<file path="config.mk">
export PLATFORM = sky130hd
export DESIGN_NAME = cp0_exc_commit
export DESIGN_NICKNAME = d
export VERILOG_FILES = /design/src/rtl/cp0_exc_commit.sv
export SDC_FILE = /design/constraint.sdc
export NUM_CORES = 1
export LEC_CHECK = 0
export BUFFER_PORTS_ARGS = -buffer_cell sky130_fd_sc_hd__buf_2
export CAP_MARGIN = 0
export CORE_MARGIN = 2
export CORE_UTILIZATION = 45
export DETAILED_ROUTE_END_ITERATION = 7
export PLACE_DENSITY = 0.68
export SETUP_SLACK_MARGIN = 0.15
export SYNTH_ARGS = -nofsm -noshare
export SYNTH_HDL_FRONTEND = slang
export SYNTH_SLANG_ARGS = --single-unit
</file>
<file path="constraint.sdc">
create_clock -name clk -period 4.6 [get_ports clk]
set_input_delay 0.46 -clock clk [delete_from_list [all_inputs] [get_ports clk]]
set_output_delay 0.46 -clock clk [all_outputs]
set_load 0.02 [all_outputs]
</file>
<file path="src/rtl/cp0_exc_commit.sv">
// cp0_exc_commit
// CP0 register file and exception-commit engine for the MEM1 stage.
//   - Commits the prioritised exception from the MEM-stage exception unit into
//     Status.EXL, Cause (BD/ExcCode/CE), EPC and BadVAddr.
//   - Runs the Count/Compare timer and latches the timer interrupt (TI/IP7).
//   - Synchronises the six hardware interrupt lines into Cause.IP7_2.
//   - Serves MFC0 reads (combinational) and MTC0 writes (masked per register).
// Ports:
//   clk, resetn                 clock, synchronous active-low reset
//   MEM_ExcType/Stall/PC/...    commit context from the MEM-stage exception unit
//   Ext_Int                     asynchronous interrupt lines -> IP7..IP2
//   MTC0_En/CP0_Addr/MTC0_Data  CP0 write port (CP0_Addr also selects MFC0_Data)
//   MFC0_Data                   combinational read of CP0_Addr (no write bypass)
//   CP0_Status_*, CP0_Cause_*   live fields fed back to the exception unit
//   CP0_Ebase, CP0_EPC          exception base and ERET target
// Handshake: there is no valid/ready pair; every input is sampled on each rising
// edge, and MEM_Stall=1 suppresses commit, ERET and MTC0 for that edge while the
// timer and interrupt synchroniser keep running.
module cp0_exc_commit #(
  parameter int COUNT_DIV = 2  // clocks per Count increment, 1 or 2
) (
  input  logic        clk,
  input  logic        resetn,
  input  logic [4:0]  MEM_ExcType,
  input  logic        MEM_Stall,
  input  logic [31:0] MEM_PC,
  input  logic        MEM_IsInDelaySlot,
  input  logic [31:0] MEM_VAddr,
  input  logic [5:0]  Ext_Int,
  input  logic        MTC0_En,
  input  logic [4:0]  CP0_Addr,
  input  logic [31:0] MTC0_Data,
  output logic [31:0] MFC0_Data,
  output logic        CP0_Status_BEV,
  output logic [7:0]  CP0_Status_IM7_0,
  output logic        CP0_Status_EXL,
  output logic        CP0_Status_IE,
  output logic [5:0]  CP0_Cause_IP7_2,
  output logic [1:0]  CP0_Cause_IP1_0,
  output logic [31:0] CP0_Ebase,
  output logic [31:0] CP0_EPC
);

  // Exception codes shared with the MEM-stage exception unit.
  localparam logic [4:0] EX_None                = 5'd0;
  localparam logic [4:0] EX_Interrupt           = 5'd1;
  localparam logic [4:0] EX_WrongAddressinIF    = 5'd2;
  localparam logic [4:0] EX_TLBRefillinIF       = 5'd3;
  localparam logic [4:0] EX_TLBInvalidinIF      = 5'd4;
  localparam logic [4:0] EX_ReservedInstruction = 5'd5;
  localparam logic [4:0] EX_CpU                 = 5'd6;
  localparam logic [4:0] EX_Syscall             = 5'd7;
  localparam logic [4:0] EX_Break               = 5'd8;
  localparam logic [4:0] EX_Overflow            = 5'd9;
  localparam logic [4:0] EX_Trap                = 5'd10;
  localparam logic [4:0] EX_Eret                = 5'd11;
  localparam logic [4:0] EX_Refetch             = 5'd12;
  localparam logic [4:0] EX_RdWrongAddressinMEM = 5'd13;
  localparam logic [4:0] EX_WrWrongAddressinMEM = 5'd14;
  localparam logic [4:0] EX_RdTLBRefillinMEM    = 5'd15;
  localparam logic [4:0] EX_RdTLBInvalidinMEM   = 5'd16;
  localparam logic [4:0] EX_WrTLBRefillinMEM    = 5'd17;
  localparam logic [4:0] EX_WrTLBInvalidinMEM   = 5'd18;
  localparam logic [4:0] EX_TLBModified         = 5'd19;

  localparam logic [4:0] A_BADVADDR = 5'd8;
  localparam logic [4:0] A_COUNT    = 5'd9;
  localparam logic [4:0] A_COMPARE  = 5'd11;
  localparam logic [4:0] A_STATUS   = 5'd12;
  localparam logic [4:0] A_CAUSE    = 5'd13;
  localparam logic [4:0] A_EPC      = 5'd14;
  localparam logic [4:0] A_EBASE    = 5'd15;

  logic [31:0] badvaddr, count, compare, epc;
  logic [7:0]  im;
  logic        exl, ie;
  logic        bd, ti;
  logic [1:0]  ip1_0;
  logic [4:0]  exc_code;
  logic [17:0] ebase_mid;  // EBase[29:12]; [31:30] are fixed at 2'b10
  logic [5:0]  sync1, sync2;
  logic        div_phase;

  logic        commit, eret_fire, do_mtc0, wr_count, wr_compare, count_tick;
  logic [4:0]  commit_code;
  logic        bad_from_pc, bad_from_va;
  logic [5:0]  ip7_2;

  // Exception commit beats ERET, which beats MTC0; a losing MTC0 is dropped.
  assign commit     = !MEM_Stall && (MEM_ExcType != EX_None) &&
                      (MEM_ExcType != EX_Refetch) && (MEM_ExcType != EX_Eret);
  assign eret_fire  = !MEM_Stall && (MEM_ExcType == EX_Eret);
  assign do_mtc0    = MTC0_En && !MEM_Stall && !commit && !eret_fire;
  assign wr_count   = do_mtc0 && (CP0_Addr == A_COUNT);
  assign wr_compare = do_mtc0 && (CP0_Addr == A_COMPARE);

  // div_phase toggles every cycle; with COUNT_DIV=1 every cycle ticks.
  assign count_tick = (COUNT_DIV == 1) || div_phase;

  // TI drives IP7 directly so a match is visible one cycle after it occurs.
  assign ip7_2 = {sync2[5] | ti, sync2[4:0]};

  always_comb begin
    commit_code = 5'h0A;  // undefined codes are reported as reserved instruction
    bad_from_pc = 1'b0;
    bad_from_va = 1'b0;
    case (MEM_ExcType)
      EX_Interrupt:           commit_code = 5'h00;
      EX_TLBModified:         begin commit_code = 5'h01; bad_from_va = 1'b1; end
      EX_TLBRefillinIF,
      EX_TLBInvalidinIF:      begin commit_code = 5'h02; bad_from_pc = 1'b1; end
      EX_RdTLBRefillinMEM,
      EX_RdTLBInvalidinMEM:   begin commit_code = 5'h02; bad_from_va = 1'b1; end
      EX_WrTLBRefillinMEM,
      EX_WrTLBInvalidinMEM:   begin commit_code = 5'h03; bad_from_va = 1'b1; end
      EX_WrongAddressinIF:    begin commit_code = 5'h04; bad_from_pc = 1'b1; end
      EX_RdWrongAddressinMEM: begin commit_code = 5'h04; bad_from_va = 1'b1; end
      EX_WrWrongAddressinMEM: begin commit_code = 5'h05; bad_from_va = 1'b1; end
      EX_Syscall:             commit_code = 5'h08;
      EX_Break:               commit_code = 5'h09;
      EX_ReservedInstruction: commit_code = 5'h0A;
      EX_CpU:                 commit_code = 5'h0B;
      EX_Overflow:            commit_code = 5'h0C;
      EX_Trap:                commit_code = 5'h0D;
      default:                commit_code = 5'h0A;
    endcase
  end

  always_ff @(posedge clk) begin
    if (!resetn) begin
      badvaddr  <= 32'h0;
      count     <= 32'h0;
      compare   <= 32'h0;
      epc       <= 32'h0;
      im        <= 8'h0;
      exl       <= 1'b0;
      ie        <= 1'b0;
      bd        <= 1'b0;
      ti        <= 1'b0;
      ip1_0     <= 2'b0;
      exc_code  <= 5'h0;
      ebase_mid <= 18'h0;
      sync1     <= 6'h0;
      sync2     <= 6'h0;
      div_phase <= 1'b0;
    end else begin
      sync1 <= Ext_Int;
      sync2 <= sync1;

      if (wr_count) begin
        count     <= MTC0_Data;
        div_phase <= 1'b0;
      end else begin
        div_phase <= ~div_phase;
        if (count_tick) count <= count + 32'd1;
      end

      // TI is sticky until software rewrites Compare.
      if (wr_compare) begin
        compare <= MTC0_Data;
        ti      <= 1'b0;
      end else if ((count == compare) && (compare != 32'h0)) begin
        ti <= 1'b1;
      end

      if (commit) begin
        exc_code <= commit_code;
        // A nested exception keeps the original EPC/BD so ERET returns to it.
        if (!exl) begin
          epc <= MEM_IsInDelaySlot ? (MEM_PC - 32'd4) : MEM_PC;
          bd  <= MEM_IsInDelaySlot;
        end
        exl <= 1'b1;
        if (bad_from_pc)      badvaddr <= MEM_PC;
        else if (bad_from_va) badvaddr <= MEM_VAddr;
      end else if (eret_fire) begin
        exl <= 1'b0;
      end else if (do_mtc0) begin
        case (CP0_Addr)
          A_STATUS: begin
            im  <= MTC0_Data[15:8];
            exl <= MTC0_Data[1];
            ie  <= MTC0_Data[0];
          end
          A_CAUSE: ip1_0     <= MTC0_Data[9:8];
          A_EPC:   epc       <= MTC0_Data;
          A_EBASE: ebase_mid <= MTC0_Data[29:12];
          default: ;
        endcase
      end
    end
  end

  // Cause.CE is only ever written with 0 (by CpU), so it reads as constant 0.
  always_comb begin
    MFC0_Data = 32'h0;
    case (CP0_Addr)
      A_BADVADDR: MFC0_Data = badvaddr;
      A_COUNT:    MFC0_Data = count;
      A_COMPARE:  MFC0_Data = compare;
      A_STATUS:   MFC0_Data = {9'h0, 1'b1, 6'h0, im, 6'h0, exl, ie};
      A_CAUSE:    MFC0_Data = {bd, ti, 2'b00, 12'h0, ip7_2, ip1_0, 1'b0, exc_code, 2'b00};
      A_EPC:      MFC0_Data = epc;
      A_EBASE:    MFC0_Data = {2'b10, ebase_mid, 12'h0};
      default:    MFC0_Data = 32'h0;
    endcase
  end

  assign CP0_Status_BEV   = 1'b1;  // BEV resets to 1 and is not writable
  assign CP0_Status_IM7_0 = im;
  assign CP0_Status_EXL   = exl;
  assign CP0_Status_IE    = ie;
  assign CP0_Cause_IP7_2  = ip7_2;
  assign CP0_Cause_IP1_0  = ip1_0;
  assign CP0_Ebase        = {2'b10, ebase_mid, 12'h0};
  assign CP0_EPC          = epc;

endmodule

</file>
==> results of run 1 <==
==> state kept, by name (all words and copies together), names as in the netlist, 2 cells and up <==
name              count
CP0_Cause_IP1_0       2
CP0_EPC              32
CP0_Status_IM7_0      8
badvaddr             32
compare              32
count                32
ebase_mid            18
exc_code              4
sync1                 6
sync2                 6
==> placed cells by master, fill, tap and decap left out, types with 33 or more instances in the layout <==
master and n:
sky130_fd_sc_hd__a21oi_1 56, sky130_fd_sc_hd__o21ai_0 59, sky130_fd_sc_hd__xor2_1 44, sky130_fd_sc_hd__mux2i_1 89
sky130_fd_sc_hd__dfxtp_1 177, sky130_fd_sc_hd__xnor2_1 50, sky130_fd_sc_hd__buf_2 215, sky130_fd_sc_hd__nor2_1 44
sky130_fd_sc_hd__nand3_1 51, sky130_fd_sc_hd__o211a_1 41, sky130_fd_sc_hd__a22oi_1 33, sky130_fd_sc_hd__nor4_1 39
sky130_fd_sc_hd__nand2_1 145
==> per-stage QoR <==
stage	total power, mW	setup slack, ns	cell area, sq um	hold slack (ns)	std cells
after floorplan	1.96	2.04	10200	0.412	1222
after global placement	2.16	1.37	11300	0.412	1623
after detailed placement	2.17	1.41	11300	0.426	1623
after CTS	3.62	1.42	11900	0.215	1655
after global routing	3.73	1.17	11900	0.225	1655
final	3.62	1.31	11900	0.222	1655
==> path summary, 6_finish.rpt <==
check / start / endpoint / slack, ns / cells after the start
setup / recovery: CP0_Addr[1] / MFC0_Data[13] / 1.31 / 7
hold / removal: Ext_Int[4] / sync1[4] / 0.22 / 2
setup reg to reg: CP0_Status_EXL / CP0_EPC[19] / 2.37 / 5
hold reg to reg: sync1[4] / sync2[4] / 0.45 / 1
==> per-layer routing <==
metal	wire (um)	global-route usage, %	up-vias
met2	16000	45.4	513
met5	0	0	-
li1	-	-	4651
met3	3560	4.65	62
met4	972	10.4	0
met1	16700	45.5	4676
==> area by class of cell <==
class                      instances  area (sq um)
clock buffer                      19           433
clock inverter                    13           148
fill                            2161         10600
inverter                          14          52.6
multi-input combinational        913          6110
sequential                       177          3540
tap                              285           357
timing repair buffer             234          1220
==> logic make-up after synthesis <==
| family | Yosys count | share of synthesized area, % |
|---|---|---|
| DFF | 177 | 34.8 |
| and+or+nand+nor | 431 | 22.2 |
| AOI/OAI and AO/OA | 280 | 19.7 |
| buffers and inverters | 132 | 5.95 |
| adders and majority gates | 2 | 0.246 |
| xor gates and xnor gates | 94 | 8.09 |
| muxes | 91 | 8.97 |
| other | 2 | 0.0738 |
==> power by group <==
group / switching (mW) / total, mW / internal, mW
Combinational: 0.302 / 0.475 / 0.173
Sequential: 0.0771 / 1.67 / 1.59
Clock: 0.668 / 1.48 / 0.811
Total: 1.05 / 3.62 / 2.57
==> metrics.md, run 1 <==
| Metric | Value |
|---|---|
| Max Buffers Root-to-Sink | `2` |
| Setup violations, final | `0` |
| Synth async-reset ratio | `0%` |
| Status | `complete, no violations` |
| Worst rel slew slack | `20.4%` |
| Total of max-cap violations | `0` |
| Maximum ir drop on the vdd rail | `0.155 mV` |
| Kind of cell adding the most delay to the critical path | `simple AND/OR/NAND/NOR gates` |
| DIE HEIGHT | `between 150 and 200 um` |
| CTS root buffer | `sky130_fd_sc_hd__clkbuf_16` |
| Pin count of the biggest net entering global routing | `86` |
| Yosys top cell by area | `sky130_fd_sc_hd__dfxtp_1` |
| Starting DRC count in detailed routing | `about 1200` |
| Hold violation total from the final report | `0` |
| Synth top area share | `between 30% and 40%` |
| Row cnt | `55` |
| Via total after detailed routing | `9902` |
| CTS sink count | `~180` |
| Area overhead of the layout relative to synthesis | `16.5%` |
| Tcrit/Tclk final | `71.4%` |
| Post-CTS setup buffers | `0` |
| Most frequent cells after synthesis | `sky130_fd_sc_hd__dfxtp_1 (177), sky130_fd_sc_hd__nand2_1 (145), sky130_fd_sc_hd__mux2i_1 (89)` |
| Post-Route WL | `37200 um` |
| Via count of the first global-routing pass | `roughly 9000` |
| Cts-stage hold buffer count | `0` |
| Class of the tightest hold or removal check | `in -> reg` |
| Width of the chip | `around 150 um` |
| Utilization after layout | `52.9%` |
| Predominant post-synthesis flop cell | `sky130_fd_sc_hd__dfxtp_1` |
| Transition time at the pin with the least slew margin | `1.19 ns` |
| Routability cong. | `approximately 0.94` |
| Yosys reg bits | `177` |
| Post-DP HPWL | `28500 um` |
| Final global-route overflow total | `0` |
| Crit path largest cell delay | `between 0.6 and 0.7 ns` |
| Category of the critical setup timing path | `in -> out` |
| Startpoint kind of the worst setup timing path | `input pin` |
| Setup TNS after final layout | `0 ns` |
| Worst Path Max Fanout | `32` |
| Residual antenna-violating net count after detailed routing | `0` |
| Crit path buffers/inverters | `3` |
| Power density over the cells | `305 nW/um^2` |
| IO Count | `232` |
| Die area | `around 24000 sq um` |
| Net count, final | `1476` |
| Slowest-stage cell, CP | `sky130_fd_sc_hd__and2_1` |
| Residual DRC count | `0` |
| Final worst path period need | `3.29 ns` |
| Starting utilization of the core area | `45.4%` |
| Antenna diode count | `0` |
| Endpoint kind of the worst setup timing path | `output pin` |
| Initial antenna violation count | `0` |
| RSZ-0062 raised after global routing | `no` |
| Number of buffers created by CTS | `17` |
| Clk pin slew, worst setup/hold paths | `roughly 0.08 ns` |
| Number of levels in the clock H-tree | `4` |
| Signal arrival time at the worst endpoint | `between 2 and 3 ns` |
| Post-synth design cell area | `10200 sq um` |
| LEAKAGE | `5.31 nW` |
| Global-route wire length before repair | `55700 um` |
| Number of optimization iterations in the first detailed-route pass | `7` |
| Post-synth EDFFs | `0` |
| Total global-route track usage | `between 30% and 40%` |
| Count of mapped cells out of synthesis | `around 1200` |
| Fraction of layout cells with a size suffix above 1 | `21.3%` |
| Post-route clock skew | `0.0105 ns` |
| Leading cell type by number of instances after synthesis | `sky130_fd_sc_hd__dfxtp_1` |
| Sequential area share after synthesis | `about a third` |
| Post_cts resized | `0` |
| Cell chain of the critical path | `buf_2, and2_1, buf_4, and2_1, a222oi_1, nand3_1, buf_2` |
| Clock latency reported for the late side of the worst-skew pair | `0.44 ns` |
| Synth top area cells | `sky130_fd_sc_hd__dfxtp_1 (35%), sky130_fd_sc_hd__mux2i_1 (8.7%), sky130_fd_sc_hd__nand2_1 (5.3%)` |
| Via density per instance | `5.98` |
| Core Box Area | `between 20000 and 25000 sq um` |
| Warnings from Yosys | `0` |
| Post-DR wirelength/cell | `between 20 and 25 um` |
| Netlist cell types | `63` |
| TritonCTS clock tree | `yes` |
| Syn avg cell area | `~8.4 sq um` |
| Slew Limit Fails | `0` |
| Required arrival time at the worst endpoint | `4.14 ns` |
| Achievable clock frequency | `around 300 MHz` |
| Port Buf Inserts | `216` |
(Power assumes the default switching activity.)
==> run 2, diff against run 1 <==
--- a/config.mk
+++ b/config.mk
@@ -10,7 +10,7 @@
 export CORE_MARGIN = 2
 export CORE_UTILIZATION = 45
 export DETAILED_ROUTE_END_ITERATION = 7
-export PLACE_DENSITY = 0.68
+export PLACE_DENSITY = 0.71
 export SETUP_SLACK_MARGIN = 0.15
 export SYNTH_ARGS = -nofsm -noshare
 export SYNTH_HDL_FRONTEND = slang
==> constraint.sdc (replaced) <==
create_clock -name clk -period 2.75 [get_ports clk]
set_input_delay 0.275 -clock clk [delete_from_list [all_inputs] [get_ports clk]]
set_output_delay 0.275 -clock clk [all_outputs]
set_load 0.02 [all_outputs]
==> run 2 against run 1 <==
Critical path depth unchanged. Non-clock buffer count rose by 19. Clock-buffer cell count is 2 lower. Total power rose by 65%. Sequential share of layout area is 0.46 points lower. Utilization grew 0.83 points. Critical endpoint is now MFC0_Data[1]. Highest routed layer unchanged.
==> metrics.md, run 2 (synthesized netlist as in run 1, its figures left out) <==
| Metric | Value |
|---|---|
| Crit path largest cell delay | `0.53 ns` |
| Post-Route WL | `~36000 um` |
| Setup TNS after final layout | `0 ns` |
| Clk pin slew, worst setup/hold paths | `0.07 ns` |
| Total of max-cap violations | `0` |
| Fraction of layout cells with a size suffix above 1 | `between 20% and 30%` |
| Initial antenna violation count | `2` |
| Class of the tightest hold or removal check | `in -> reg` |
| Clock latency reported for the late side of the worst-skew pair | `0.44 ns` |
| Category of the critical setup timing path | `in -> out` |
| Post-CTS setup buffers | `0` |
| Post_cts resized | `0` |
| Signal arrival time at the worst endpoint | `around 2.1 ns` |
| Utilization after layout | `53.7%` |
| Most common library cell in the layout ignoring fill and taps | `sky130_fd_sc_hd__buf_2` |
| Startpoint kind of the worst setup timing path | `input pin` |
| Starting DRC count in detailed routing | `1197` |
| Via total after detailed routing | `10100` |
| Most prevalent standard cell on the critical path | `sky130_fd_sc_hd__buf_2` |
| Cts-stage hold buffer count | `0` |
| Commonest non-fill, non-tap cells in the layout | `sky130_fd_sc_hd__buf_2 (215), sky130_fd_sc_hd__dfxtp_1 (177), sky130_fd_sc_hd__nand2_1 (145)` |
| Via count of the first global-routing pass | `9083` |
| Number of optimization iterations in the first detailed-route pass | `6` |
| Number of levels in the clock H-tree | `4` |
| DIE HEIGHT | `154 um` |
| Slowest-stage cell, CP | `sky130_fd_sc_hd__or3b_1` |
| Slew Limit Fails | `0` |
| Area overhead of the layout relative to synthesis | `18.3%` |
| Port Buf Inserts | `216` |
| Endpoint kind of the worst setup timing path | `output pin` |
| CTS root buffer | `sky130_fd_sc_hd__clkbuf_16` |
| Residual DRC count | `0` |
| LEAKAGE | `5.41 nW` |
| CTS sink count | `between 150 and 200` |
| Status | `complete, no violations` |
| Via density per instance | `6.04` |
| Post-DP HPWL | `27500 um` |
| Kind of cell adding the most delay to the critical path | `simple AND/OR/NAND/NOR gates` |
| Global-route wire length before repair | `~54000 um` |
| Post-DR wirelength/cell | `between 20 and 25 um` |
| Required arrival time at the worst endpoint | `2.48 ns` |
| TritonCTS clock tree | `yes` |
| Total global-route track usage | `29.5%` |
| Die area | `approximately 24000 sq um` |
| IO Count | `approximately 230` |
| Achievable clock frequency | `~430 MHz` |
| Maximum ir drop on the vdd rail | `0.301 mV` |
| Tcrit/Tclk final | `between 80% and 90%` |
| Number of buffers created by CTS | `17` |
| Final worst path period need | `2.32 ns` |
| Hold violation total from the final report | `0` |
| Residual antenna-violating net count after detailed routing | `0` |
| Post-placement cell count | `1642` |
| Row cnt | `55` |
| Core Box Area | `22400 sq um` |
| Net count, final | `1495` |
| Pin count of the biggest net entering global routing | `slightly above 80` |
| Power density over the cells | `495 nW/um^2` |
| Starting utilization of the core area | `a little under half` |
| Crit path buffers/inverters | `3` |
| Width of the chip | `154 um` |
| RSZ-0062 raised after global routing | `no` |
| Cell chain of the critical path | `buf_2, or3b_1, nor2b_1, buf_4, a222oi_1, nand2_1, buf_2` |
| Worst Path Max Fanout | `9` |
| Worst rel slew slack | `26.5%` |
| Transition time at the pin with the least slew margin | `1.10 ns` |
| Count of placed standard cells in the final layout, fillers left out | `1675` |
| Setup violations, final | `0` |
| Max Buffers Root-to-Sink | `2` |
| Routability cong. | `just under 1` |
| Final global-route overflow total | `0` |
| Post-route clock skew | `0.00857 ns` |
run 2: path summary, 6_finish.rpt:
check,slack [ns],startpoint,end,depth (start not counted)
setup / recovery,0.43,CP0_Addr[2],MFC0_Data[1],7
setup reg to reg,0.65,count[8],count[31],5
hold reg to reg,0.44,sync1[2],sync2[2],1
hold / removal,0.03,Ext_Int[4],sync1[4],2
run 2: worst register-to-register path, delay by kind of cell, from the launching register on:
family                    cells  cell delay, ns
AOI/OAI and AO/OA             1            0.08
xor gates and xnor gates      1            0.17
DFF                           1            0.49
and+or+nand+nor               3            1.23
run 2: where the power goes:
part	internal, mW	leakage [nW]	total [mW]	switching (mW)
registers	2.66	1.44	2.78	0.119
logic	0.309	3.70	0.820	0.512
clock network	1.26	0.268	2.37	1.12
run 2: area by class of cell:
type | instances | area (sq um)
diodes | 2 | 5.00
fillers | 2089 | 10400
clock buffers | 17 | 425
inverters | 14 | 52.6
multi-input cells | 913 | 6110
repair buffers | 253 | 1420
well taps | 285 | 357
flip-flops and latches | 177 | 3540
clock inverters | 14 | 131
run 2: metal layers:
| metal | track usage, % | up-vias | wire length, um |
|---|---|---|---|
| li1 | - | 4686 | - |
| met1 | 42.6 | 4819 | 15700 |
| met2 | 44.3 | 540 | 15900 |
| met3 | 4.54 | 76 | 3220 |
| met4 | 11.4 | 0 | 1260 |
| met5 | 0 | - | 0 |
run 2: stage by stage:
step | hold WS, ns | area, sq um | power [mW] | worst slack (ns)
2_1_floorplan | 0.402 | 10200 | 3.27 | 0.558
3_3_place_gp | 0.414 | 11500 | 3.62 | 0.266
3_5_place_dp | 0.423 | 11500 | 3.63 | 0.165
4_1_cts | 0.0258 | 12000 | 5.96 | 0.498
5_1_grt | 0.0380 | 12100 | 6.16 | 0.342
6_report | 0.0292 | 12100 | 5.97 | 0.428
==> run 3, diff against run 2 <==
==> constraint.sdc (replaced) <==
create_clock -name clk -period 1.9 [get_ports clk]
set_input_delay 0.19 -clock clk [delete_from_list [all_inputs] [get_ports clk]]
set_output_delay 0.19 -clock clk [all_outputs]
set_load 0.02 [all_outputs]
==> run 3 against run 2 <==
Flip-flop and latch count unchanged. Die area unchanged. Sequential share of layout area down 2.7 points. Utilization up 5.9 points. Final cell count up 5.6%. Worst hold slack worse by 0.020 ns. Combinational power up 71%. Non-clock buffer count up 95. Routed wire length up 5.8%.
==> metrics.md, run 3 (synthesized netlist as in run 1, its figures left out) <==
| Metric | Value |
|---|---|
| Status | `complete, no violations` |
| Proportion of power drawn by combinational gates | `15.5%` |
| Area overhead of the layout relative to synthesis | `31.3%` |
| Residual antenna-violating net count after detailed routing | `0` |
| Starting DRC count in detailed routing | `1217` |
| CTS root buffer | `sky130_fd_sc_hd__clkbuf_16` |
| IO Count | `232` |
| TritonCTS clock tree | `yes` |
| DIE HEIGHT | `154 um` |
| Place WS | `-0.155 ns` |
| Total of max-cap violations | `0` |
| Final worst path period need | `1.76 ns` |
| Number of optimization iterations in the first detailed-route pass | `7` |
| Clk pin slew, worst setup/hold paths | `0.08 ns` |
| RSZ-0062 raised after global routing | `yes` |
| Class of the tightest hold or removal check | `in -> reg` |
| Clock latency reported for the late side of the worst-skew pair | `0.44 ns` |
| Row cnt | `55` |
| Initial antenna violation count | `0` |
| Slew Limit Fails | `0` |
| Antenna diode count | `0` |
| Via total after detailed routing | `10700` |
| Required arrival time at the worst endpoint | `1.71 ns` |
| Slowest-stage cell, CP | `sky130_fd_sc_hd__dfxtp_2` |
| Design internal power | `6.43 mW` |
| Switching component of the power | `2.57 mW` |
| Cell chain of the critical path | `mux2_4, nand2_2, o21ai_1, nand2_1, nand3_2, buf_6` |
| Signal arrival time at the worst endpoint | `1.57 ns` |
| Category of the critical setup timing path | `reg -> out` |
| Post-Route Hold Slack | `0.00920 ns` |
| Net count, final | `1590` |
| Port Buf Inserts | `216` |
| Worst Path Max Fanout | `2` |
| Number of buffers created by CTS | `17` |
| CTS sink count | `177` |
| Kind of cell adding the most delay to the critical path | `flip-flops` |
| Most common library cell in the layout ignoring fill and taps | `sky130_fd_sc_hd__buf_2` |
| Global-route wire length before repair | `around 57000 um` |
| Post-route clock skew | `between 0.008 and 0.009 ns` |
| Via count of the first global-routing pass | `9764` |
| Post-DP HPWL | `28400 um` |
| Final worst slack | `0.143 ns` |
| Switch share | `28.5%` |
| Achievable clock frequency | `569 MHz` |
| Residual DRC count | `0` |
| Sequential group share of total power | `44.2%` |
| Max Buffers Root-to-Sink | `2` |
| Pin count of the biggest net entering global routing | `76` |
| Power density over the cells | `roughly 670 nW/um^2` |
| Post-Route WL | `38200 um` |
| Maximum ir drop on the vdd rail | `roughly 0.56 mV` |
| Routability cong. | `1.00` |
| Endpoint kind of the worst setup timing path | `output pin` |
| Commonest non-fill, non-tap cells in the layout | `sky130_fd_sc_hd__buf_2 (194), sky130_fd_sc_hd__dfxtp_1 (162), sky130_fd_sc_hd__nand2_1 (144)` |
| Number of levels in the clock H-tree | `4` |
| Post-DR wirelength/cell | `21.6 um` |
| Core Box Area | `between 20000 and 25000 sq um` |
| Crit path largest cell delay | `0.32 ns` |
| Tcrit/Tclk final | `slightly above 90%` |
| Via density per instance | `6.04` |
| Startpoint kind of the worst setup timing path | `flip-flop` |
| Width of the chip | `154 um` |
| Fraction of layout cells with a size suffix above 1 | `30.9%` |
| Crit path buffers/inverters | `1` |
| Utilization after layout | `59.6%` |
| Starting utilization of the core area | `45.4%` |
| Final global-route overflow total | `0` |
| Hold violation total from the final report | `0` |
| LEAKAGE | `~6.1 nW` |
| Die area | `23800 sq um` |
| Clock power share | `between 40% and 50%` |
| Setup violations, final | `0` |
| Total global-route track usage | `30.8%` |
-- run 3: worst paths after layout --
path,to,slack (ns),depth (start not counted),startpoint
setup reg to reg,count[28],0.16,5,count[0]
hold / removal,CP0_EPC[1],0.009,3,MEM_PC[1]
hold reg to reg,sync2[4],0.44,1,sync1[4]
setup / recovery,MFC0_Data[15],0.14,6,CP0_EPC[15]
-- run 3: routing by layer --
layer / wire length [um] / vias to the layer above / track usage [%]
met3: 3510 / 104 / 4.76
met5: 0 / - / 0
met1: 15200 / 5072 / 39.7
met2: 17700 / 629 / 50.8
li1: - / 4882 / -
met4: 1870 / 0 / 14.1
-- run 3: final cells by class --
class,instances,area [sq um]
inverter,14,52.6
clock buffer,20,447
tap,285,357
multi-input combinational,913,6340
clock inverter,12,150
sequential,177,3570
fill,1979,9060
timing repair buffer,348,2450
-- run 3: power by group through the flow --
stage                     clock network, mW  registers (mW)  logic, mW
final                                  3.62            3.98       1.40
after CTS                              3.63            3.98       1.34
after global placement                    0            4.06       1.29
after floorplan                           0            4.08      0.676
after global routing                   3.78            3.99       1.48
after detailed placement                  0            4.06       1.31
-- run 3: stage by stage --
stage	cells	TNS [ns]	instance area [sq um]	power, mW
3_3_place_gp	1715	-0.369	12200	5.35
3_5_place_dp	1715	-0.709	12200	5.37
6_report	1769	0	13400	9.00
4_1_cts	1757	0	13000	8.95
5_1_grt	1769	0	13400	9.24
2_1_floorplan	1222	0	10400	4.76
-- run 3: worst reg2reg max path, cell delays in order, from the launching register on --
cell and delay, ns:
sky130_fd_sc_hd__dfxtp_1 0.42, sky130_fd_sc_hd__ha_1 0.29, sky130_fd_sc_hd__nand4_1 0.29, sky130_fd_sc_hd__nor4_1 0.39
sky130_fd_sc_hd__xnor2_1 0.17, sky130_fd_sc_hd__a21oi_1 0.08
-- run 3: repair_timing --
action / in CTS / in global routing
setup endpoints to repair: 32 / 35
setup buffers: 4 / 11
hold buffers: 6 / 0
hold endpoints to repair: 6 / 0
resized for setup: 38 / 74
cloned: 0 / 1
pin swaps: 9 / 23
